==> src/rtl/serial_subtractor_pkg.sv <==
// Shared definitions for the bit-serial subtractor: FSM state encoding
// and the legal range of the operand width parameter.
package serial_subtractor_pkg;

  typedef enum logic [1:0] {
    IDLE = 2'd0,
    RUN  = 2'd1,
    DONE = 2'd2
  } state_t;

  localparam int WIDTH_MIN = 2;
  localparam int WIDTH_MAX = 32;

endpackage

==> src/rtl/serial_subtractor_full_subtractor_cell.sv <==
// One-bit full subtractor: d = a - b - bin, with borrow-out when the
// minuend bit cannot cover the subtrahend bit plus the incoming borrow.
module full_subtractor_cell (
  input  logic a,
  input  logic b,
  input  logic bin,
  output logic d,
  output logic bout
);

  // Difference bit and borrow-out of a single bit position
  always_comb begin
    d    = a ^ b ^ bin;
    bout = (~a & b) | (~(a ^ b) & bin);
  end

endmodule

==> src/rtl/serial_subtractor.sv <==
// Bit-serial LSB-first subtractor. A single full-subtractor cell is
// reused once per clock; the borrow is carried between bits in a flop.
// Operands are captured on start, the result is published with a
// one-cycle done pulse, and each difference bit is also streamed out.
module serial_subtractor
  import serial_subtractor_pkg::*;
#(
  parameter int WIDTH = 8
) (
  input  logic             clk,
  input  logic             rst,
  input  logic             start,
  input  logic [WIDTH-1:0] a,
  input  logic [WIDTH-1:0] b,
  input  logic             bin,
  output logic             busy,
  output logic             done,
  output logic [WIDTH-1:0] diff,
  output logic             bout,
  output logic             ser_d,
  output logic             ser_vld
);

  localparam int CNT_W = $clog2(WIDTH);
  localparam logic [CNT_W-1:0] CNT_LAST = CNT_W'(WIDTH - 1);

  // Reject widths the counter and shift logic were not sized for
  if (WIDTH < WIDTH_MIN || WIDTH > WIDTH_MAX) begin : gWidthCheck
    $error("serial_subtractor: WIDTH out of range");
  end

  state_t           state_q;
  logic [WIDTH-1:0] aSr_q;
  logic [WIDTH-1:0] bSr_q;
  logic [WIDTH-1:0] diffSr_q;
  logic             brw_q;
  logic [CNT_W-1:0] cnt_q;
  logic             busy_q;
  logic             done_q;
  logic [WIDTH-1:0] diff_q;
  logic             bout_q;
  logic             serD_q;
  logic             serVld_q;

  logic             cellD_d;
  logic             cellBout_d;
  logic [WIDTH-1:0] diffSr_d;

  full_subtractor_cell uCell (
    .a    (aSr_q[0]),
    .b    (bSr_q[0]),
    .bin  (brw_q),
    .d    (cellD_d),
    .bout (cellBout_d)
  );

  // Difference shift register after the current bit lands at the MSB end
  always_comb begin
    diffSr_d = {cellD_d, diffSr_q[WIDTH-1:1]};
  end

  // Control FSM, operand shifters, borrow flop and registered outputs
  always_ff @(posedge clk) begin
    if (rst) begin
      state_q  <= IDLE;
      aSr_q    <= '0;
      bSr_q    <= '0;
      diffSr_q <= '0;
      brw_q    <= 1'b0;
      cnt_q    <= '0;
      busy_q   <= 1'b0;
      done_q   <= 1'b0;
      diff_q   <= '0;
      bout_q   <= 1'b0;
      serD_q   <= 1'b0;
      serVld_q <= 1'b0;
    end else begin
      case (state_q)
        RUN: begin
          aSr_q    <= aSr_q >> 1;
          bSr_q    <= bSr_q >> 1;
          diffSr_q <= diffSr_d;
          brw_q    <= cellBout_d;
          serD_q   <= cellD_d;
          serVld_q <= 1'b1;
          if (cnt_q == CNT_LAST) begin
            state_q <= DONE;
            cnt_q   <= '0;
            busy_q  <= 1'b0;
            done_q  <= 1'b1;
            diff_q  <= diffSr_d;
            bout_q  <= cellBout_d;
          end else begin
            cnt_q <= cnt_q + 1'b1;
          end
        end
        default: begin
          done_q   <= 1'b0;
          serD_q   <= 1'b0;
          serVld_q <= 1'b0;
          if (start) begin
            state_q <= RUN;
            aSr_q   <= a;
            bSr_q   <= b;
            brw_q   <= bin;
            cnt_q   <= '0;
            busy_q  <= 1'b1;
          end else begin
            state_q <= IDLE;
          end
        end
      endcase
    end
  end

  assign busy    = busy_q;
  assign done    = done_q;
  assign diff    = diff_q;
  assign bout    = bout_q;
  assign ser_d   = serD_q;
  assign ser_vld = serVld_q;

endmodule
==> config.mk <==
export PLATFORM = sky130hd
export DESIGN_NAME = serial_subtractor
export DESIGN_NICKNAME = d
export VERILOG_FILES = /design/src/rtl/serial_subtractor_pkg.sv /design/src/rtl/serial_subtractor_full_subtractor_cell.sv /design/src/rtl/serial_subtractor.sv
export SDC_FILE = /design/constraint.sdc
export NUM_CORES = 1
export LEC_CHECK = 0
export ABC_AREA = 0
export BUFFER_PORTS_ARGS = -buffer_cell sky130_fd_sc_hd__buf_2
export CAP_MARGIN = 0
export CELL_PAD_IN_SITES_DETAIL_PLACEMENT = 0
export CELL_PAD_IN_SITES_GLOBAL_PLACEMENT = 1
export CORE_AREA = 2 2 67 69
export CTS_BUF_LIST = sky130_fd_sc_hd__clkbuf_4 sky130_fd_sc_hd__clkbuf_8
export DETAILED_ROUTE_END_ITERATION = 10
export DIE_AREA = 0 0 69 71
export PLACE_DENSITY = 0.83
export SYNTH_ARGS = -nofsm -noshare
export SYNTH_HDL_FRONTEND = slang
export SYNTH_SLANG_ARGS = --single-unit
==> constraint.sdc <==
create_clock -name clk -period 1.85 [get_ports clk]
set_clock_uncertainty 0.05 [all_clocks]
set_input_delay 0.37 -clock clk [delete_from_list [all_inputs] [get_ports clk]]
set_output_delay 0.37 -clock clk [all_outputs]
set_load 0.01 [all_outputs]
[Word-level counts from Yosys, hierarchy flattened]
Index checks and enable logic that the tools add are counted.
Word-level totals
  input bits: 20
  output and inout port bits: 13
  word-level logic and storage cells: 47
  register bits: 43
Cells by class
  bitwise logic cells: 8
  equality and inequality tests: 3
  add/subtract/negate cells: 1
  multiplexer cells: 16
  reductions and logical operators: 5
Operators by type and width (number)
  $mux W7: 4
  $mux W3: 3
  $mux W1: 7
  $mux W2: 2
  $reduce_and A2 Y1: 2
  $reduce_or A2 Y1: 2
  $add A3 B1 Y3 const B: 1
  $eq A3 B3 Y1 const B: 1
  $not A1 Y1: 3
  $and A1 B1 Y1: 2
  $eq A2 B1 Y1 const B: 1
  $ne A2 B2 Y1 const B: 1
  $reduce_bool A2 Y1: 1
  $xor A1 B1 Y1: 2
  $or A1 B1 Y1: 1

[Depth between registers and ports, before layout]
Gate-level depths: netlist of the first run.
  depth after elaboration: 5
  depth in mapped cells: 6
  gate-level depth less buffers: 5

[Hierarchy]
Synthesis of the first run repeated with hierarchy kept, for this count alone.
Unflattened totals
  cell total of the unflattened synthesis: 199
  area total of the unflattened synthesis: 1650.3 um^2
By module, submodules not included
  serial_subtractor: instances 1, sequential area each 840.8 um^2, area each 1619.1 um^2, cells each 195
  full_subtractor_cell: instances 1, sequential area each 0.0 um^2, area each 31.3 um^2, cells each 4

[Least setup slack after synthesis of the first run]
No wires, ideal clock.
  path kind: reg2reg
  start: register cnt_q[0]
  end: register bout_q, in the netlist bout
  clock period less this slack: 1.360 ns
  slack: 0.490 ns
  arrival time: 1.225 ns
  buffers on the path: 1
  cell stages (with the launch flop): 6
  data required time: 1.714 ns
  setup time: 0.086 ns
  cell sequence: dfxtp_1 ha_1 ha_1 and3b_1 buf_2 a211oi_1
Between the ends
  longest elaborated chain between the ends: 2
Ends and longest elaborated chain
  from (decl): line serial_subtractor.sv:37  | logic [CNT_W-1:0] cnt_q;
  from (signal assigned): line serial_subtractor.sv:94  | cnt_q <= cnt_q + 1'b1;
  $eq A3 B3 Y1: line serial_subtractor.sv:86  | if (cnt_q == CNT_LAST) begin
  $reduce_and A2 Y1 (no line)
  to (signal assigned): line serial_subtractor.sv:92  | bout_q <= cellBout_d;
  to (decl): line serial_subtractor.sv:41  | logic bout_q;
Every way passes these cells.
A chain may end at the register's enable or synchronous reset.

[Worst setup path in the final report of the first run]
Same ends and word-level chain as after synthesis.

==> results of run 1 <==
layer usage:
layer	GRT usage, %	vias up	wire (um)
li1	-	725	-
met1	20.62	603	1673
met2	21.90	23	1376
met3	4.131	8	123
met4	7.407	0	88
met5	0	-	0
cells in the mapped netlist (all sizes together):
cell	number
nor2	18
nand2	47
fa	1
nand3	2
buf	12
clkbuf	2
a31oi	1
a211oi	16
nor4b	1
o21ai	1
inv	3
nor3	3
nor2b	1
mux2i	3
a21oi	32
dfxtp	42
clkinv	1
ha	3
o21a	1
a221oi	1
nand3b	1
and2	1
and3b	1
nand2b	1
per-stage QoR:
step	instance area (um^2)	utilization (%)	hold slack (ns)	power, mW
after CTS	1937	46.07	0.2605	1.772
after detailed placement	1842	43.81	0.3949	1.162
after global routing	1937	46.07	0.2744	1.834
after global placement	1842	43.81	0.3919	1.161
after floorplan	1644	-	0.3821	1.108
final	1937	46.07	0.2730	1.752
cell type report:
| class | instances | area (um^2) |
|---|---|---|
| fill | 452 | 2267 |
| tap | 52 | 65.06 |
| clock inverter | 2 | 12.51 |
| multi-input combinational | 135 | 708.2 |
| inverter | 4 | 15.01 |
| clock buffer | 6 | 82.58 |
| timing repair buffer | 39 | 212.7 |
| sequential | 42 | 840.8 |
cell families (layout without fill, tap and decap cells):
logic type / after synthesis / after routing / synth area share [%]
and+or+nand+nor: 76 / 76 / 19.03
DFF: 42 / 42 / 51.14
muxes: 3 / 3 / 1.827
buffers and inverters: 18 / 51 / 5.783
adders and majority gates: 4 / 4 / 3.501
AOI/OAI and AO/OA: 52 / 52 / 18.72
final timing paths:
kind                                  to         from  slack, ns
worst max-delay path                bout     cnt_q[0]       0.34
worst min register to register   diff[0]  diffSr_q[1]       0.40
worst max register to register      bout     cnt_q[0]       0.34
worst min-delay path            aSr_q[5]         a[5]       0.27
state kept, by name, summed over array words and instances, names as in the netlist:
register  cells
bout          1
busy          1
diff          8
aSr_q         8
brw_q         1
cnt_q         3
done          1
ser_vld       1
ser_d         1
bSr_q         8
state_q       2
diffSr_q      7
power breakdown:
part,total (mW),switching [mW],internal (mW)
combinational,0.174,0.100,0.0742
clock,0.611,0.311,0.300
sequential,0.966,0.0217,0.944
worst max-delay path: cells and delay by family, from the launching register on:
family / cells / cell delay (ns)
compound gates: 1 / 0.19
fa+ha+maj: 2 / 0.38
simple gates: 2 / 0.45
flops: 1 / 0.36
==> impl_metrics.json, run 1 <==
{
  "outcome": "finished clean",
  "die_w_um": 69,
  "rows": 24,
  "cts.path.max_buffers": 2,
  "drt-total-wl_mm": 3.262,
  "slew_headroom_pct": 66.59,
  "coreArea_um2": 4204,
  "die-area_um2": 4899,
  "wl_per_cell_um": 11.65,
  "rr_worst_depth": 5,
  "layout_common_cells": "47 x nand2_1, 42 x dfxtp_1, 32 x a21oi_1, 32 x buf_2, 18 x nor2_1",
  "drive_gt1_share_pct": 20.61,
  "dp_hpwl_mm": 2.234,
  "critPathSlowestCell": "and3b_1",
  "synth_cells": 195,
  "syn2layout_area_growth_pct": 17.81,
  "crit_required_ns": 2.02,
  "hold_viol": 0,
  "crit_path_end_kind": "flip-flop",
  "setup_viol": 0,
  "power.density_nw_per_um2": 904.4,
  "power_leakage_nw": 0.8079,
  "startpoint_type": "flip-flop",
  "dr.first_iter.drc_count": 122,
  "routed_via_density": 4.854,
  "gr-total-overflow": 0,
  "min_path_cells": 3,
  "cts_resized": 0,
  "ys_top_cells_by_area": "dfxtp_1 51%, nand2_1 11%, a21oi_1 9.7%, a211oi_1 7.3%, nor2_1 4.1%",
  "drv_slew": 0,
  "rsz0062_at_grt": "no",
  "worstHoldPathType": "in -> reg",
  "ys_seq_area_share_pct": 51.14,
  "cts_setup_buffers": 0,
  "grt_pass1_vias": 1298,
  "clock-root-buffer": "clkbuf_8",
  "pin_count": 33,
  "syn_area_per_cell_um2": 8.431,
  "final_common_cell": "nand2_1",
  "cp_max_fo": 10,
  "synthDistinctLibCells": 27,
  "cp_common_cell": "ha_1",
  "grt_pass1_wl_mm": 5.982,
  "postCtsHoldBufs": 0,
  "die_h_um": 71,
  "routabilityCongestion": 0.7279,
  "start_util_pct": 39.11,
  "path_clk_slew_ns": 0.08,
  "fmax_mhz": 664.2,
  "finalNonFillerCells": 280,
  "crit_type": "reg -> reg",
  "fin_crit_sh_pct": 81.38,
  "ys_warn_count": 0,
  "peakVddDrop_mv": 0.3050,
  "arrival_ns": 1.67,
  "cpPeakStageDelay_ns": 0.38,
  "period_minus_slack_ns": 1.505,
  "io_buffers": 32,
  "track_usage_pct": 15.06,
  "yosys.area.top_type_share_pct": 51.14,
  "tns_ns": 0,
  "cp_cell_sequence": "ha_1 -> ha_1 -> and3b_1 -> nor2_1 -> a211oi_1",
  "tritoncts": "done",
  "grt_max_degree": 19,
  "drv_cap": 0,
  "vias": 1359,
  "drc": 0,
  "clock_latency_ns": 0.29,
  "mappedNetlistArea_um2": 1644,
  "nNetsFinal": 251,
  "ys_ff_latch": 42,
  "dp.cells": 272,
  "h-tree-depth": 2,
  "setup_slack_ns": 0.3445,
  "cts_buffers": 5,
  "place_ws_ns": 0.3303,
  "drt_pre_antenna_iters": 4,
  "mappedNetlistNets": 219,
  "n_antenna_cell": 0,
  "ant_nets": 0,
  "clock-sinks": 42,
  "yosysTopAreaCell": "dfxtp_1",
  "antenna_found_initial": 0,
  "worst_pin_slew_ns": 0.4980
}
Note: power is estimated with default switching activity, not from simulation.
==> run 2, diff against run 1 <==
- CORE_AREA: 2 2 67 69 -> 2 2 70 72
- DIE_AREA: 0 0 69 71 -> 0 0 72 74
- PLACE_DENSITY: 0.83 -> 0.8
- clock period: 1.85 -> 1.3 ns (I/O delays scaled with it)
==> run 2 against run 1 <==
Non-clock buffer count increased by 12. Setup slack got worse by 0.35 ns. Critical path type unchanged. The flow now finishes with violations (setup timing). Sequential cell count unchanged. Via count increased by 4.1%. Largest power group unchanged.
==> impl_metrics.json, run 2 (same netlist as run 1, synthesis figures left out) <==
{
  "antenna_found_initial": 0,
  "drv_slew": 0,
  "gr-total-overflow": 0,
  "tns_ns": -0.004103,
  "dpl_cell_area_um2": 1933,
  "r2r_slack_ns": -0.002,
  "rsz0062_at_grt": "yes",
  "power.density_nw_per_um2": 1239,
  "final_common_cell": "nand2_1",
  "io_buffers": 32,
  "rows": 25,
  "fmax_mhz": 768.1,
  "drt-total-wl_mm": 3.344,
  "drc": 0,
  "pin_count": 33,
  "outcome": "complete, but fails checks",
  "worstHoldPathType": "in -> reg",
  "slew_headroom_pct": 85.95,
  "crit_path_end_kind": "flip-flop",
  "min_path_cells": 3,
  "cell_internal_pwr_mw": 2.008,
  "final_cell_area_um2": 2110,
  "arrival_ns": 1.43,
  "power_leakage_nw": 0.8832,
  "peakVddDrop_mv": 0.4842,
  "die_w_um": 72,
  "crit_type": "reg -> reg",
  "cts_buffers": 5,
  "grt_max_degree": 19,
  "path_clk_slew_ns": 0.08,
  "start_util_pct": 35.76,
  "crit_required_ns": 1.43,
  "min_from": "b[3]",
  "seq_power_share_pct": 52.7,
  "track_usage_pct": 14.15,
  "die_h_um": 74,
  "drv_cap": 0,
  "postCtsHoldBufs": 0,
  "startpoint_type": "flip-flop",
  "h-tree-depth": 2,
  "routed_via_density": 4.813,
  "fin_crit_sh_pct": 100.1,
  "cp_max_fo": 5,
  "clock_latency_ns": 0.29,
  "syn2layout_area_growth_pct": 28.31,
  "wl_per_cell_um": 11.37,
  "cts.path.max_buffers": 2,
  "coreArea_um2": 4598,
  "grt_pass1_vias": 1319,
  "dr.first_iter.drc_count": 48,
  "setup_viol": 3,
  "die-area_um2": 5328,
  "min_to": "bSr_q[3]",
  "pwr-share-clk_pct": 36.8,
  "clock-sinks": 42,
  "n_antenna_cell": 0,
  "nNetsFinal": 263,
  "setup_slack_ns": -0.001832,
  "layout_common_cells": "46 x nand2_1, 39 x dfxtp_1, 32 x buf_2",
  "routabilityCongestion": 0.7200,
  "worst_pin_slew_ns": 0.2107,
  "period_minus_slack_ns": 1.302,
  "dp_hpwl_mm": 2.399,
  "drive_gt1_share_pct": 29.17,
  "power_frac_comb_pct": 10.5,
  "netSwitchingFraction_pct": 23.15,
  "rr_worst_depth": 6,
  "violations": "setup timing",
  "r2r-start": "cnt_q[1]",
  "drt_pre_antenna_iters": 4,
  "ant_nets": 0,
  "hold_viol": 0,
  "power.switching_uw": 605.1,
  "tritoncts": "done",
  "worstReg2RegEnd": "diff[6]",
  "vias": 1415,
  "grt_pass1_wl_mm": 5.782,
  "clock-root-buffer": "clkbuf_8"
}
## run 2: changes by cell type in the layout (fill, tap and decap cells not counted), sizes merged
cell,delta
buf,+12
clkbuf,+2
clkinv,-1
clkinvlp,-1
## run 2: power by group through the flow
stage	registers, mW	logic (mW)	clock network, mW
global placement	1.40	0.269	0
CTS	1.38	0.271	1.00
detailed placement	1.40	0.269	0
global route	1.38	0.314	1.04
floorplan	1.40	0.176	0
finish	1.38	0.275	0.962
## run 2: worst max path at each step
stage | endpoint | cells after the start | start | slack [ns]
finish | diff[6] | 6 | cnt_q[1] | -0.002
global route | diff[0] | 6 | cnt_q[1] | -0.07
CTS | diff[6] | 6 | cnt_q[0] | -0.01
detailed placement | diff[5] | 6 | cnt_q[1] | -0.08
global placement | diff[7] | 6 | cnt_q[1] | -0.04
floorplan | bout | 6 | cnt_q[1] | 0.02
## run 2: worst max-delay path, cell delays in order, from the launching register on
cell,delay [ns]
dfxtp_2,0.34
ha_4,0.16
ha_4,0.15
and3b_2,0.24
buf_6,0.14
nand2_1,0.06
a21oi_1,0.05
## run 2: stage by stage
step	total power, mW	utilization, %	setup WS [ns]	hold WS [ns]	instances
finish	2.613	45.88	-0.001832	0.1623	294
global route	2.734	45.88	-0.06866	0.1655	294
CTS	2.647	45.09	-0.01111	0.1529	293
detailed placement	1.674	42.04	-0.08345	0.3989	285
global placement	1.673	42.04	-0.03706	0.3940	285
floorplan	1.577	-	0.01546	0.3016	195
## run 2: cell type report
| cell class | count | area, um^2 |
|---|---|---|
| clock buffers | 8 | 110.1 |
| fillers | 463 | 2489 |
| inverters | 4 | 15.01 |
| multi-input cells | 135 | 754.5 |
| flip-flops and latches | 42 | 844.6 |
| well taps | 54 | 67.56 |
| repair buffers | 51 | 317.8 |
## run 2: repair_timing
| action | CTS | global route |
|---|---|---|
| buffers inserted | 0 | 1 |
| setup endpoints to repair | 9 | 19 |
| resized for setup | 6 | 8 |
| pin swaps | 3 | 5 |
## run 2: per-layer routing
layer  part of all wire [%]  vias up  track usage, %
li1                       -      745               -
met1                     47      637           17.34
met2                     46       27           22.43
met3                    4.7        6           4.065
met4                    2.8        0           8.176
met5                      0        -               0
==> run 3, diff against run 2 <==
- ABC_CLOCK_PERIOD_IN_PS: not set -> 1300
- GPL_TIMING_DRIVEN: not set -> 0
==> run 3 against run 2 <==
The flow still finishes with violations (setup timing). Register-to-register slack is essentially flat. Count of clock-buffer cells in the layout shrank 1. Clock power shrank 8.2%. Critical endpoint is now bout.
==> impl_metrics.json, run 3 (same netlist as run 1, synthesis figures left out) <==
{
  "track_usage_pct": 16.16,
  "cts_buffers": 5,
  "start_util_pct": 35.76,
  "rows": 25,
  "ant_nets": 0,
  "tritoncts": "done",
  "cp_max_fo": 5,
  "fin_total_pwr_mw": 2.544,
  "tns_ns": -0.02275,
  "power.density_nw_per_um2": 1210,
  "pin_count": 33,
  "peakVddDrop_mv": 0.4768,
  "crit_type": "reg -> reg",
  "die_w_um": 72,
  "grt_pass1_wl_mm": 6.513,
  "fin_util_pct": 45.71,
  "arrival_ns": 1.42,
  "grt_pass1_vias": 1397,
  "wl_per_cell_um": 12.61,
  "hold_viol": 0,
  "layout_common_cells": "41 x nand2_1, 37 x dfxtp_1, 33 x buf_2",
  "antenna_found_initial": 0,
  "routed_via_density": 4.884,
  "vias": 1436,
  "fmax_mhz": 765.4,
  "startpoint_type": "flip-flop",
  "drv_cap": 0,
  "fin_crit_sh_pct": 100.5,
  "drt-total-wl_mm": 3.706,
  "drc": 0,
  "gr-total-overflow": 0,
  "setup_viol": 4,
  "rr_worst_depth": 6,
  "setup_slack_ns": -0.006496,
  "drv_slew": 0,
  "crit_required_ns": 1.41,
  "coreArea_um2": 4598,
  "dpl_cell_area_um2": 1879,
  "place_ws_ns": -0.09536,
  "slew_headroom_pct": 64.59,
  "die-area_um2": 5328,
  "die_h_um": 74,
  "clock-root-buffer": "clkbuf_8",
  "period_minus_slack_ns": 1.306,
  "fillerInstances": 480,
  "dr.first_iter.drc_count": 82,
  "power_leakage_nw": 0.8724,
  "dp_hpwl_mm": 2.511,
  "cts.path.max_buffers": 2,
  "path_clk_slew_ns": 0.08,
  "crit_path_end_kind": "flip-flop",
  "clock_latency_ns": 0.29,
  "rsz0062_at_grt": "yes",
  "outcome": "complete, but fails checks",
  "worstHoldPathType": "in -> reg",
  "syn2layout_area_growth_pct": 27.85,
  "final_common_cell": "nand2_1",
  "final_cell_area_um2": 2102,
  "io_buffers": 31,
  "drive_gt1_share_pct": 31.67,
  "h-tree-depth": 2,
  "routabilityCongestion": 0.7101,
  "drt_pre_antenna_iters": 4,
  "n_antenna_cell": 0,
  "min_path_cells": 2,
  "grt_max_degree": 13,
  "nNetsFinal": 263,
  "clock-sinks": 42,
  "violations": "setup timing",
  "worst_pin_slew_ns": 0.5311
}
-- run 3: routing by layer --
metal,GRT usage (%),vias to the layer above,part of all wire [%]
met5,0,-,0
met4,8.176,0,2.2
met3,3.659,5,4.0
met2,25.00,31,44
met1,21.39,657,50
li1,-,743,-
-- run 3: what timing repair did --
action,CTS,global route
hold buffers,0,0
endpoints found under the setup margin,9,31
cloned,1,0
gates resized for setup,14,14
setup buffers,2,3
pin swaps,5,3
-- run 3: critical path: stages, from the launching register on --
cell and delay, ns:
dfxtp_2 0.34, ha_4 0.17, ha_4 0.15, and3b_2 0.21, buf_6 0.14, nor2_4 0.08
a211oi_2 0.04
-- run 3: per-stage QoR --
step                      cells  hold slack, ns
after floorplan             195          0.3016
after global placement      280          0.3934
after detailed placement    280          0.3970
after CTS                   291          0.1550
after global routing        294          0.1700
final                       294          0.1599
-- run 3: worst paths after layout --
path	start	to	slack (ns)
hold reg to reg	diff[0]	diff[0]	0.40
setup reg to reg	cnt_q[1]	bout	-0.006
setup / recovery	cnt_q[1]	bout	-0.006
hold / removal	rst	ser_vld	0.16
-- run 3: power breakdown --
part	internal (mW)	switching [mW]	total, mW
Sequential	1.35	0.0334	1.38
Clock	0.449	0.434	0.883
Combinational	0.124	0.158	0.282
Total	1.92	0.625	2.54
-- run 3: final cells by class --
type                    count  area (um^2)  area share (%)
inverters                   4        15.01          0.7143
flip-flops and latches     42        847.1           40.30
clock buffers               7        90.09           4.286
plain buffers              14        96.34           4.583
well taps                  54        67.56           3.214
clock inverters             1        5.005          0.2381
repair buffers             37        203.9           9.702
multi-input cells         135        777.0           36.96
